$ cat config.mk
export PLATFORM = sky130hd
export DESIGN_NAME = hilo_muldiv
export DESIGN_NICKNAME = d
export VERILOG_FILES = /design/src/rtl/mips_muldiv_pkg.sv /design/src/rtl/div_iter.sv /design/src/rtl/hilo_muldiv.sv
export SDC_FILE = /design/constraint.sdc
export NUM_CORES = 2
export LEC_CHECK = 0
export ABC_AREA = 1
export BUFFER_PORTS_ARGS = -buffer_cell sky130_fd_sc_hd__buf_2
export CAP_MARGIN = 30
export CORE_ASPECT_RATIO = 0.6
export CORE_MARGIN = 3
export CORE_UTILIZATION = 45
export CTS_BUF_LIST = sky130_fd_sc_hd__clkbuf_4
export CTS_CLUSTER_DIAMETER = 150
export CTS_CLUSTER_SIZE = 16
export DETAILED_ROUTE_END_ITERATION = 7
export GPL_TIMING_DRIVEN = 0
export PLACE_DENSITY = 0.59
export SLEW_MARGIN = 30
export SYNTH_ARGS = -nofsm -noshare
export SYNTH_HDL_FRONTEND = slang
export SYNTH_HIERARCHICAL = 1
export SYNTH_SLANG_ARGS = --single-unit
$ cat constraint.sdc
create_clock -name clk -period 10.2 [get_ports clk]
set_input_delay 1.53 -clock clk [delete_from_list [all_inputs] [get_ports clk]]
set_output_delay 1.53 -clock clk [all_outputs]
set_load 0.01 [all_outputs]
$ cat src/rtl/mips_muldiv_pkg.sv
// Shared encodings for the HI/LO multiply/divide unit: funct codes, FSM states
// and small funct decode helpers.
package mips_muldiv_pkg;

  localparam logic [5:0] FUNCT_MFHI  = 6'h10;
  localparam logic [5:0] FUNCT_MTHI  = 6'h11;
  localparam logic [5:0] FUNCT_MFLO  = 6'h12;
  localparam logic [5:0] FUNCT_MTLO  = 6'h13;
  localparam logic [5:0] FUNCT_MULT  = 6'h18;
  localparam logic [5:0] FUNCT_MULTU = 6'h19;
  localparam logic [5:0] FUNCT_DIV   = 6'h1A;
  localparam logic [5:0] FUNCT_DIVU  = 6'h1B;

  typedef enum logic [2:0] {
    IDLE    = 3'd0,
    MUL     = 3'd1,
    DIV_RUN = 3'd2,
    DIV_FIX = 3'd3,
    DONE    = 3'd4
  } muldiv_state_t;

  function automatic logic is_mul(input logic [5:0] f);
    return (f == FUNCT_MULT) || (f == FUNCT_MULTU);
  endfunction

  function automatic logic is_div(input logic [5:0] f);
    return (f == FUNCT_DIV) || (f == FUNCT_DIVU);
  endfunction

  function automatic logic is_signed_op(input logic [5:0] f);
    return (f == FUNCT_MULT) || (f == FUNCT_DIV);
  endfunction

endpackage

$ cat src/rtl/div_iter.sv
// Unsigned restoring divider, one quotient bit per clock after load.
// done is high during the cycle of the final iteration; results are valid after that edge.
module div_iter #(
  parameter int WIDTH = 32
) (
  input  logic             clk,
  input  logic             reset,
  input  logic             load,
  input  logic [WIDTH-1:0] dividend,
  input  logic [WIDTH-1:0] divisor,
  output logic [WIDTH-1:0] quotient,
  output logic [WIDTH-1:0] remainder,
  output logic             done
);

  localparam int CW = $clog2(WIDTH);
  localparam logic [CW-1:0] CNT_LAST = CW'(WIDTH - 1);

  logic [WIDTH-1:0] rem_r, quo_r, dvs_r;
  logic [CW-1:0]    cnt_r;
  logic             run_r;
  logic [WIDTH:0]   trial_s;
  logic [WIDTH-1:0] rem_nx_s, quo_nx_s;

  // One restoring step: shift in the next dividend bit, keep the difference if it did not borrow.
  always_comb begin
    trial_s  = {rem_r, quo_r[WIDTH-1]} - {1'b0, dvs_r};
    rem_nx_s = rem_r;
    quo_nx_s = quo_r;
    if (!trial_s[WIDTH]) begin
      rem_nx_s = trial_s[WIDTH-1:0];
      quo_nx_s = {quo_r[WIDTH-2:0], 1'b1};
    end else begin
      rem_nx_s = {rem_r[WIDTH-2:0], quo_r[WIDTH-1]};
      quo_nx_s = {quo_r[WIDTH-2:0], 1'b0};
    end
  end

  // Iteration state; quo_r doubles as the dividend shift register.
  always_ff @(posedge clk or posedge reset) begin
    if (reset) begin
      rem_r <= {WIDTH{1'b0}};
      quo_r <= {WIDTH{1'b0}};
      dvs_r <= {WIDTH{1'b0}};
      cnt_r <= {CW{1'b0}};
      run_r <= 1'b0;
    end else if (load) begin
      rem_r <= {WIDTH{1'b0}};
      quo_r <= dividend;
      dvs_r <= divisor;
      cnt_r <= {CW{1'b0}};
      run_r <= 1'b1;
    end else if (run_r) begin
      rem_r <= rem_nx_s;
      quo_r <= quo_nx_s;
      cnt_r <= cnt_r + CW'(1);
      run_r <= (cnt_r != CNT_LAST);
    end
  end

  assign quotient  = quo_r;
  assign remainder = rem_r;
  assign done      = run_r && (cnt_r == CNT_LAST);

endmodule

$ cat src/rtl/hilo_muldiv.sv
// MIPS multiply/divide unit with the HI/LO register pair: single-cycle multiply,
// iterative signed/unsigned divide, and enable-gated commit into HI/LO.
module hilo_muldiv
  import mips_muldiv_pkg::*;
#(
  parameter int WIDTH = 32
) (
  input  logic             clk,
  input  logic             reset,
  input  logic             start,
  input  logic [5:0]       funct,
  input  logic [WIDTH-1:0] op_a,
  input  logic [WIDTH-1:0] op_b,
  input  logic             hi_enable,
  input  logic             lo_enable,
  output logic [WIDTH-1:0] hi,
  output logic [WIDTH-1:0] lo,
  output logic             busy,
  output logic             result_valid
);

  muldiv_state_t      state_r, state_s;
  logic [5:0]         funct_r;
  logic [WIDTH-1:0]   op_a_r, op_b_r, pend_hi_r, pend_lo_r, hi_r, lo_r;
  logic               busy_r, busy_s, result_valid_r, neg_q_r, neg_r_r;
  logic               start_ok_s, commit_s, sgn_s, div_done_s;
  logic [WIDTH-1:0]   mag_a_s, mag_b_s, quo_s, rem_s, fix_q_s, fix_r_s;
  logic [2*WIDTH-1:0] a_ext_s, b_ext_s, prod_s;

  always_comb begin
    start_ok_s = start && !busy_r;
    commit_s   = !busy_r && (hi_enable || lo_enable);
  end

  // Divider sees magnitudes; the signs are re-applied in DIV_FIX.
  always_comb begin
    sgn_s   = is_signed_op(funct);
    mag_a_s = (sgn_s && op_a[WIDTH-1]) ? (~op_a + {{(WIDTH-1){1'b0}}, 1'b1}) : op_a;
    mag_b_s = (sgn_s && op_b[WIDTH-1]) ? (~op_b + {{(WIDTH-1){1'b0}}, 1'b1}) : op_b;
    fix_q_s = neg_q_r ? (~quo_s + {{(WIDTH-1){1'b0}}, 1'b1}) : quo_s;
    fix_r_s = neg_r_r ? (~rem_s + {{(WIDTH-1){1'b0}}, 1'b1}) : rem_s;
  end

  always_comb begin
    if (funct_r == FUNCT_MULT) begin
      a_ext_s = {{WIDTH{op_a_r[WIDTH-1]}}, op_a_r};
      b_ext_s = {{WIDTH{op_b_r[WIDTH-1]}}, op_b_r};
    end else begin
      a_ext_s = {{WIDTH{1'b0}}, op_a_r};
      b_ext_s = {{WIDTH{1'b0}}, op_b_r};
    end
    prod_s = a_ext_s * b_ext_s;
  end

  div_iter #(.WIDTH(WIDTH)) u_div (
    .clk       (clk),
    .reset     (reset),
    .load      (start_ok_s && is_div(funct)),
    .dividend  (mag_a_s),
    .divisor   (mag_b_s),
    .quotient  (quo_s),
    .remainder (rem_s),
    .done      (div_done_s)
  );

  // Next state; a fresh start out of IDLE/DONE takes priority over the commit-to-IDLE.
  always_comb begin
    state_s = state_r;
    case (state_r)
      IDLE, DONE: begin
        if (start_ok_s && is_mul(funct)) begin
          state_s = MUL;
        end else if (start_ok_s && is_div(funct)) begin
          state_s = DIV_RUN;
        end else if (commit_s) begin
          state_s = IDLE;
        end else begin
          state_s = state_r;
        end
      end
      MUL:     state_s = DONE;
      DIV_RUN: state_s = div_done_s ? DIV_FIX : DIV_RUN;
      DIV_FIX: state_s = DONE;
      default: state_s = IDLE;
    endcase
    busy_s = (state_s == MUL) || (state_s == DIV_RUN) || (state_s == DIV_FIX);
  end

  always_ff @(posedge clk or posedge reset) begin
    if (reset) begin
      state_r        <= IDLE;
      busy_r         <= 1'b0;
      result_valid_r <= 1'b0;
    end else begin
      state_r        <= state_s;
      busy_r         <= busy_s;
      result_valid_r <= (state_s == DONE);
    end
  end

  // Operand latch; ignored while busy so an in-flight divide keeps its operands.
  always_ff @(posedge clk or posedge reset) begin
    if (reset) begin
      funct_r <= 6'h00;
      op_a_r  <= {WIDTH{1'b0}};
      op_b_r  <= {WIDTH{1'b0}};
      neg_q_r <= 1'b0;
      neg_r_r <= 1'b0;
    end else if (start_ok_s) begin
      funct_r <= funct;
      op_a_r  <= op_a;
      op_b_r  <= op_b;
      neg_q_r <= sgn_s && (op_a[WIDTH-1] ^ op_b[WIDTH-1]);
      neg_r_r <= sgn_s && op_a[WIDTH-1];
    end
  end

  // Pending result; signed overflow falls out of the magnitude path without a special case.
  always_ff @(posedge clk or posedge reset) begin
    if (reset) begin
      pend_hi_r <= {WIDTH{1'b0}};
      pend_lo_r <= {WIDTH{1'b0}};
    end else begin
      case (state_r)
        MUL: begin
          pend_hi_r <= prod_s[2*WIDTH-1:WIDTH];
          pend_lo_r <= prod_s[WIDTH-1:0];
        end
        DIV_FIX: begin
          if (op_b_r == {WIDTH{1'b0}}) begin
            pend_hi_r <= op_a_r;
            pend_lo_r <= {WIDTH{1'b1}};
          end else begin
            pend_hi_r <= fix_r_s;
            pend_lo_r <= fix_q_s;
          end
        end
        default: begin
          pend_hi_r <= pend_hi_r;
          pend_lo_r <= pend_lo_r;
        end
      endcase
    end
  end

  always_ff @(posedge clk or posedge reset) begin
    if (reset) begin
      hi_r <= {WIDTH{1'b0}};
      lo_r <= {WIDTH{1'b0}};
    end else if (commit_s) begin
      if (is_mul(funct_r) || is_div(funct_r)) begin
        if (hi_enable) hi_r <= pend_hi_r;
        if (lo_enable) lo_r <= pend_lo_r;
      end else begin
        if (hi_enable && (funct_r == FUNCT_MTHI)) hi_r <= op_a_r;
        if (lo_enable && (funct_r == FUNCT_MTLO)) lo_r <= op_a_r;
      end
    end
  end

  assign hi           = hi_r;
  assign lo           = lo_r;
  assign busy         = busy_r;
  assign result_valid = result_valid_r;

endmodule

# Yosys cells after proc, flatten, opt, wreduce, memory -nomap -nowiden
# Index checks and enable logic that the tools add are counted.
# op_classes
multipliers,1
bitwise,5
n_reduce_logical,30
add_sub_neg,6
n_eq_ne,22
muxes,31
# op_table
cell,count
$mux W32,17
$add A32 B1 Y32 const B,4
$mux W64,2
$not A32 Y32,4
$pmux W32 S2,2
$mul A64 B64 Y64,1
$eq A6 B5 Y1 const B,10
$sub A33 B32 Y33,1
$logic_not A32 Y1,1
$eq A3 B2 Y1 const B,4
$logic_and A1 B1 Y1,10
$mux W5,2
$logic_or A1 B1 Y1,9
$mux W3,3
$pmux W3 S3,1
$reduce_bool A2 Y1,4
$eq A3 B1 Y1 const B,2
$eq A3 B3 Y1 const B,2
$reduce_and A3 Y1,2
$add A5 B1 Y5 const B,1
$eq A5 B5 Y1 const B,1
$ne A5 B5 Y1 const B,1
$mux W1,4
$ne A2 B2 Y1 const B,2
other kinds (4),5
# totals
input_bits,75
output_inout_bits,66
reg_bits,307
elab_cells,112

# Longest topological paths before layout
# depth
depth_word,9
depth_mapped,44
depth_no_buf,43

# Modules after synthesis
# Netlist, hierarchy kept.
# by_module_without_submodules
module,seq_area_each_um2,area_each_um2,cells_per_inst,instances
hilo_muldiv,5129.9,62247.2,7763,1
div_iter,2552.4,7114.3,1080,1

# Least setup slack after synthesis
# OpenSTA, ideal clock, no wires.
# synth_path
path_type,register -> register
from,register funct_r[3]
to,register pend_hi_r[30]
setup_time_ps,77
slack_ps,1210
path_stages_with_launch,34
required_time_ps,10123
synth_period_minus_slack_ps,8990
arrival_ps,8912
path_cell_list,dfrtp_1 nand2_1 nor2_4 nand2_4 clkbuf_1 clkbuf_1 nor2_1 fa_1 inv_1 fa_1 inv_1 fa_1 inv_1 fa_1 inv_1 fa_1 fa_1 fa_1 inv_1 fa_1 inv_1 fa_1 inv_1 fa_1 inv_1 ha_1 inv_1 nor3_1 inv_1 nor3_1 nand3_1 nand3_1 nand3_1 a21oi_1
# synth_via
elab_chain_cells,4
# synth_rtl
item,line,source
start: declaration,hilo_muldiv.sv:23,logic [5:0] funct_r;
start signal: assignment,hilo_muldiv.sv:110,funct_r <= funct;
$eq A6 B5 Y1 *,hilo_muldiv.sv:45,if (funct_r == FUNCT_MULT) begin
$mux W64,hilo_muldiv.sv:45,
$mul A64 B64 Y64 *,hilo_muldiv.sv:52,prod_s = a_ext_s * b_ext_s;
$pmux W32 S2 *,hilo_muldiv.sv:124,case (state_r)
end signal: assignment,hilo_muldiv.sv:121,pend_hi_r <= {WIDTH{1'b0}};
end signal: assignment,hilo_muldiv.sv:126,pend_hi_r <= prod_s[2*WIDTH-1:WIDTH];
end signal: assignment,hilo_muldiv.sv:131,pend_hi_r <= op_a_r;
end: declaration,hilo_muldiv.sv:24,"logic [WIDTH-1:0] op_a_r, op_b_r, pend_hi_r, pend_lo_r, hi_r, lo_r;"
# Every way passes the cells marked *; elsewhere a longest branch is shown, timed or not.
# A chain may end at the register's enable or synchronous reset.

# Final worst setup path
# layout_path
from,register op_a_r[11]
to,register pend_hi_r[6]
# layout_via
elab_chain_cells,3
# layout_rtl
item,line,source
start: declaration,hilo_muldiv.sv:24,
start signal: assignment,hilo_muldiv.sv:105,op_a_r <= {WIDTH{1'b0}};
start signal: assignment,hilo_muldiv.sv:111,op_a_r <= op_a;
$mux W64,hilo_muldiv.sv:45,
$mul A64 B64 Y64,hilo_muldiv.sv:52,
$pmux W32 S2,hilo_muldiv.sv:124,
# No other way between the ends.

==> flow_summary.json <==
{
  "synth_nets": 10700,
  "grt_pass1_wl_um": 452000,
  "skew_ns": 0.0925,
  "status": "complete, but fails checks",
  "synth.top_cell.area_share_pct": 41.0,
  "cp.arrival_ns": 10.98,
  "initial_core_util_pct": 45.8,
  "synth_area_per_cell_um2": 7.84,
  "hold_path_class": "flop to flop",
  "synth_edf_count": 0,
  "endpoint_kind": "flop",
  "synth_cells": 8843,
  "timing.hold.ws_ns": 0.520,
  "viasPerCell": 5.53,
  "critPathLaunchType": "flop",
  "drtIter0Drc": 8085,
  "ctsHoldBuffers": 0,
  "vias": 61200,
  "ys_top_cells_by_count": "inv_1, nand2_1, fa_1",
  "hpwl_um": 277000,
  "die_w_um": 513,
  "gp_congestion": 1.05,
  "fillers": 15300,
  "final_hold_viol_count": 0,
  "clk_latency_ns": 0.95,
  "yosysSeqAreaShare_pct": 11.1,
  "place_ws_ns": -1.76,
  "clock_sinks": 307,
  "crit_type": "flop to flop",
  "grt_max_degree": 76,
  "synth_cell_type_count": 64,
  "ant_nets": 0,
  "yosysTopAreaCell": "fa_1",
  "crit_fanout": 10,
  "fp-row-count": 110,
  "path_clk_slew_ns": 0.24,
  "nets": 10900,
  "max_stage_delay_ns": 0.70,
  "stdcell_count": 11100,
  "grt_pass1_vias": 59500,
  "synthToLayoutAreaGrowth_pct": 6.30,
  "routed_wl_um": 319000,
  "core-area_um2": 152000,
  "grt_antenna_before_repair": 14,
  "tightest_slew_ns": 1.16,
  "maxSlewViolCount": 0,
  "ys.flop_type": "dfrtp_1",
  "synth_most_common_cell": "inv_1",
  "io_pins": 141,
  "firstDrtPassIters": 8,
  "cts_tree": "yes",
  "io_buffers": 140,
  "relSlewSlack_pct": 22.4,
  "fmax_ghz": 0.0984,
  "dp_cells": 11000,
  "async_flop_share_pct": 100,
  "critPathSlowestCell": "clkbuf_1",
  "fp.dieH_um": 310,
  "numCtsBuffers": 23,
  "cp_common_cell": "fa_1",
  "cts_root_buf": "clkbuf_4",
  "cp.required_ns": 11.02,
  "finalSetupViolCount": 0,
  "violations": "design-rule violations",
  "max-cap-violations": 0,
  "period_share_pct": 99.7,
  "cts_buffer_depth": 3,
  "drc": 2,
  "syn_area_um2": 69400,
  "wl_per_cell_um": 28.9,
  "grt_util_all_layers_pct": 40.6,
  "min_period_ns": 10.16,
  "synth_area_leaders": "fa_1, inv_1, nand2_1",
  "yosys_register_bits": 307,
  "drive_above_1_share_pct": 6.46,
  "setup_ws_ns": 0.0356,
  "h-tree-depth": 1,
  "dieArea_um2": 159000,
  "yosys_warnings": 6,
  "grt_overflow_total": 0
}
## routing by layer
metal / track usage [%] / up-vias / share of wire (%)
met3: 23.2 / 262 / 19
met2: 47.6 / 4143 / 34
met4: 5.17 / 12 / 1.7
met1: 63.6 / 30800 / 45
met5: 0 / - / 0.040
li1: - / 25900 / -
## critical path, delay by kind of cell (launching register included)
kind,cells,cell delay (ns)
adders and majority gates,11,5.55
DFF,1,0.37
buffers and inverters,9,1.79
AOI/OAI and AO/OA,6,1.73
and+or+nand+nor,3,0.60
## placed cells by master, fill, tap and decap left out, drive strengths merged, types with 3 or more instances in the layout
| cell type | synthesis | routed |
|---|---|---|
| fa | 1420 | 1420 |
| o31ai | 5 | 5 |
| ha | 346 | 346 |
| o21bai | 17 | 17 |
| a21oi | 214 | 214 |
| nand3b | 19 | 19 |
| nor4 | 17 | 17 |
| nand4 | 50 | 50 |
| clkinv | 4 | 5 |
| clkinvlp | 0 | 3 |
| or2 | 21 | 21 |
| xor2 | 94 | 94 |
| nand2 | 2163 | 2163 |
| nor3 | 59 | 59 |
| o221ai | 15 | 15 |
| clkdlybuf4s15 | 0 | 3 |
| a22oi | 14 | 14 |
| diode | 0 | 7 |
| o211ai | 44 | 44 |
| a21boi | 5 | 5 |
| nor2 | 428 | 428 |
| o21ai | 320 | 320 |
| nand3 | 292 | 292 |
| inv | 2496 | 2494 |
| xnor2 | 21 | 21 |
| buf | 77 | 252 |
| a21o | 7 | 7 |
| o22ai | 6 | 6 |
| mux2 | 64 | 64 |
| dfrtp | 307 | 307 |
| and3 | 4 | 4 |
| clkbuf | 289 | 300 |
| a31oi | 17 | 17 |
## worst paths after layout
path	from	end	slack, ns	depth (start not counted)
min in group asynchronous	reset	op_b_r[4]	0.61	2
worst max-delay path	op_a_r[11]	pend_hi_r[6]	0.04	29
worst max register to register	op_a_r[11]	pend_hi_r[6]	0.04	29
worst min register to register	pend_lo_r[18]	pend_lo_r[18]	0.52	2
worst min-delay path	pend_lo_r[18]	pend_lo_r[18]	0.52	2
max in group asynchronous	reset	pend_lo_r[17]	8.33	4
## state kept, by name, indices dropped and copies added, names as in the netlist, 3 cells and up
| name | count |
|---|---|
| funct_r | 6 |
| hi | 32 |
| lo | 32 |
| op_a_r | 32 |
| op_b_r | 32 |
| pend_hi_r | 32 |
| pend_lo_r | 32 |
| state_r | 3 |
| u_div/cnt_r | 5 |
| u_div/dvs_r | 32 |
| u_div/quotient | 32 |
| u_div/remainder | 32 |
## final cells by class
cell class	instances	area, um^2	share of cell area (%)
well taps	2016	2520	3.42
inverters	2500	9420	12.8
clock inverters	2	23.8	0.0322
flip-flops and latches	307	7680	10.4
diodes	7	17.5	0.0238
repair buffers	176	1250	1.69
multi-input cells	5670	51000	69.2
plain buffers	356	1630	2.21
clock buffers	23	173	0.234
## metrics by stage
step	TNS (ns)	cell area, um^2	utilization [%]
6_report	0	73700	48.7
4_1_cts	0	73400	48.5
5_1_grt	-0.0121	73700	48.6
3_3_place_gp	-43.88	72600	47.9
3_5_place_dp	-29.36	73000	48.2
2_1_floorplan	0	69400	-
## timing repair
item                       CTS  global route
setup endpoints to repair   27            29
pin swaps                    6             3
gates cloned                 0             0
resized for setup           49           101
setup buffers               10             6
## logic make-up after synthesis
kind of cell | share of synthesized area (%)
DFF | 11.1
AOI/OAI and AO/OA | 5.45
xor gates and xnor gates | 1.45
and+or+nand+nor | 18.1
adders and majority gates | 47.2
muxes | 1.04
buffers and inverters | 15.7
Power is left out: the tool's default activity adds up to more than one toggle a clock period on the data nets, which glitch-free logic cannot reach.
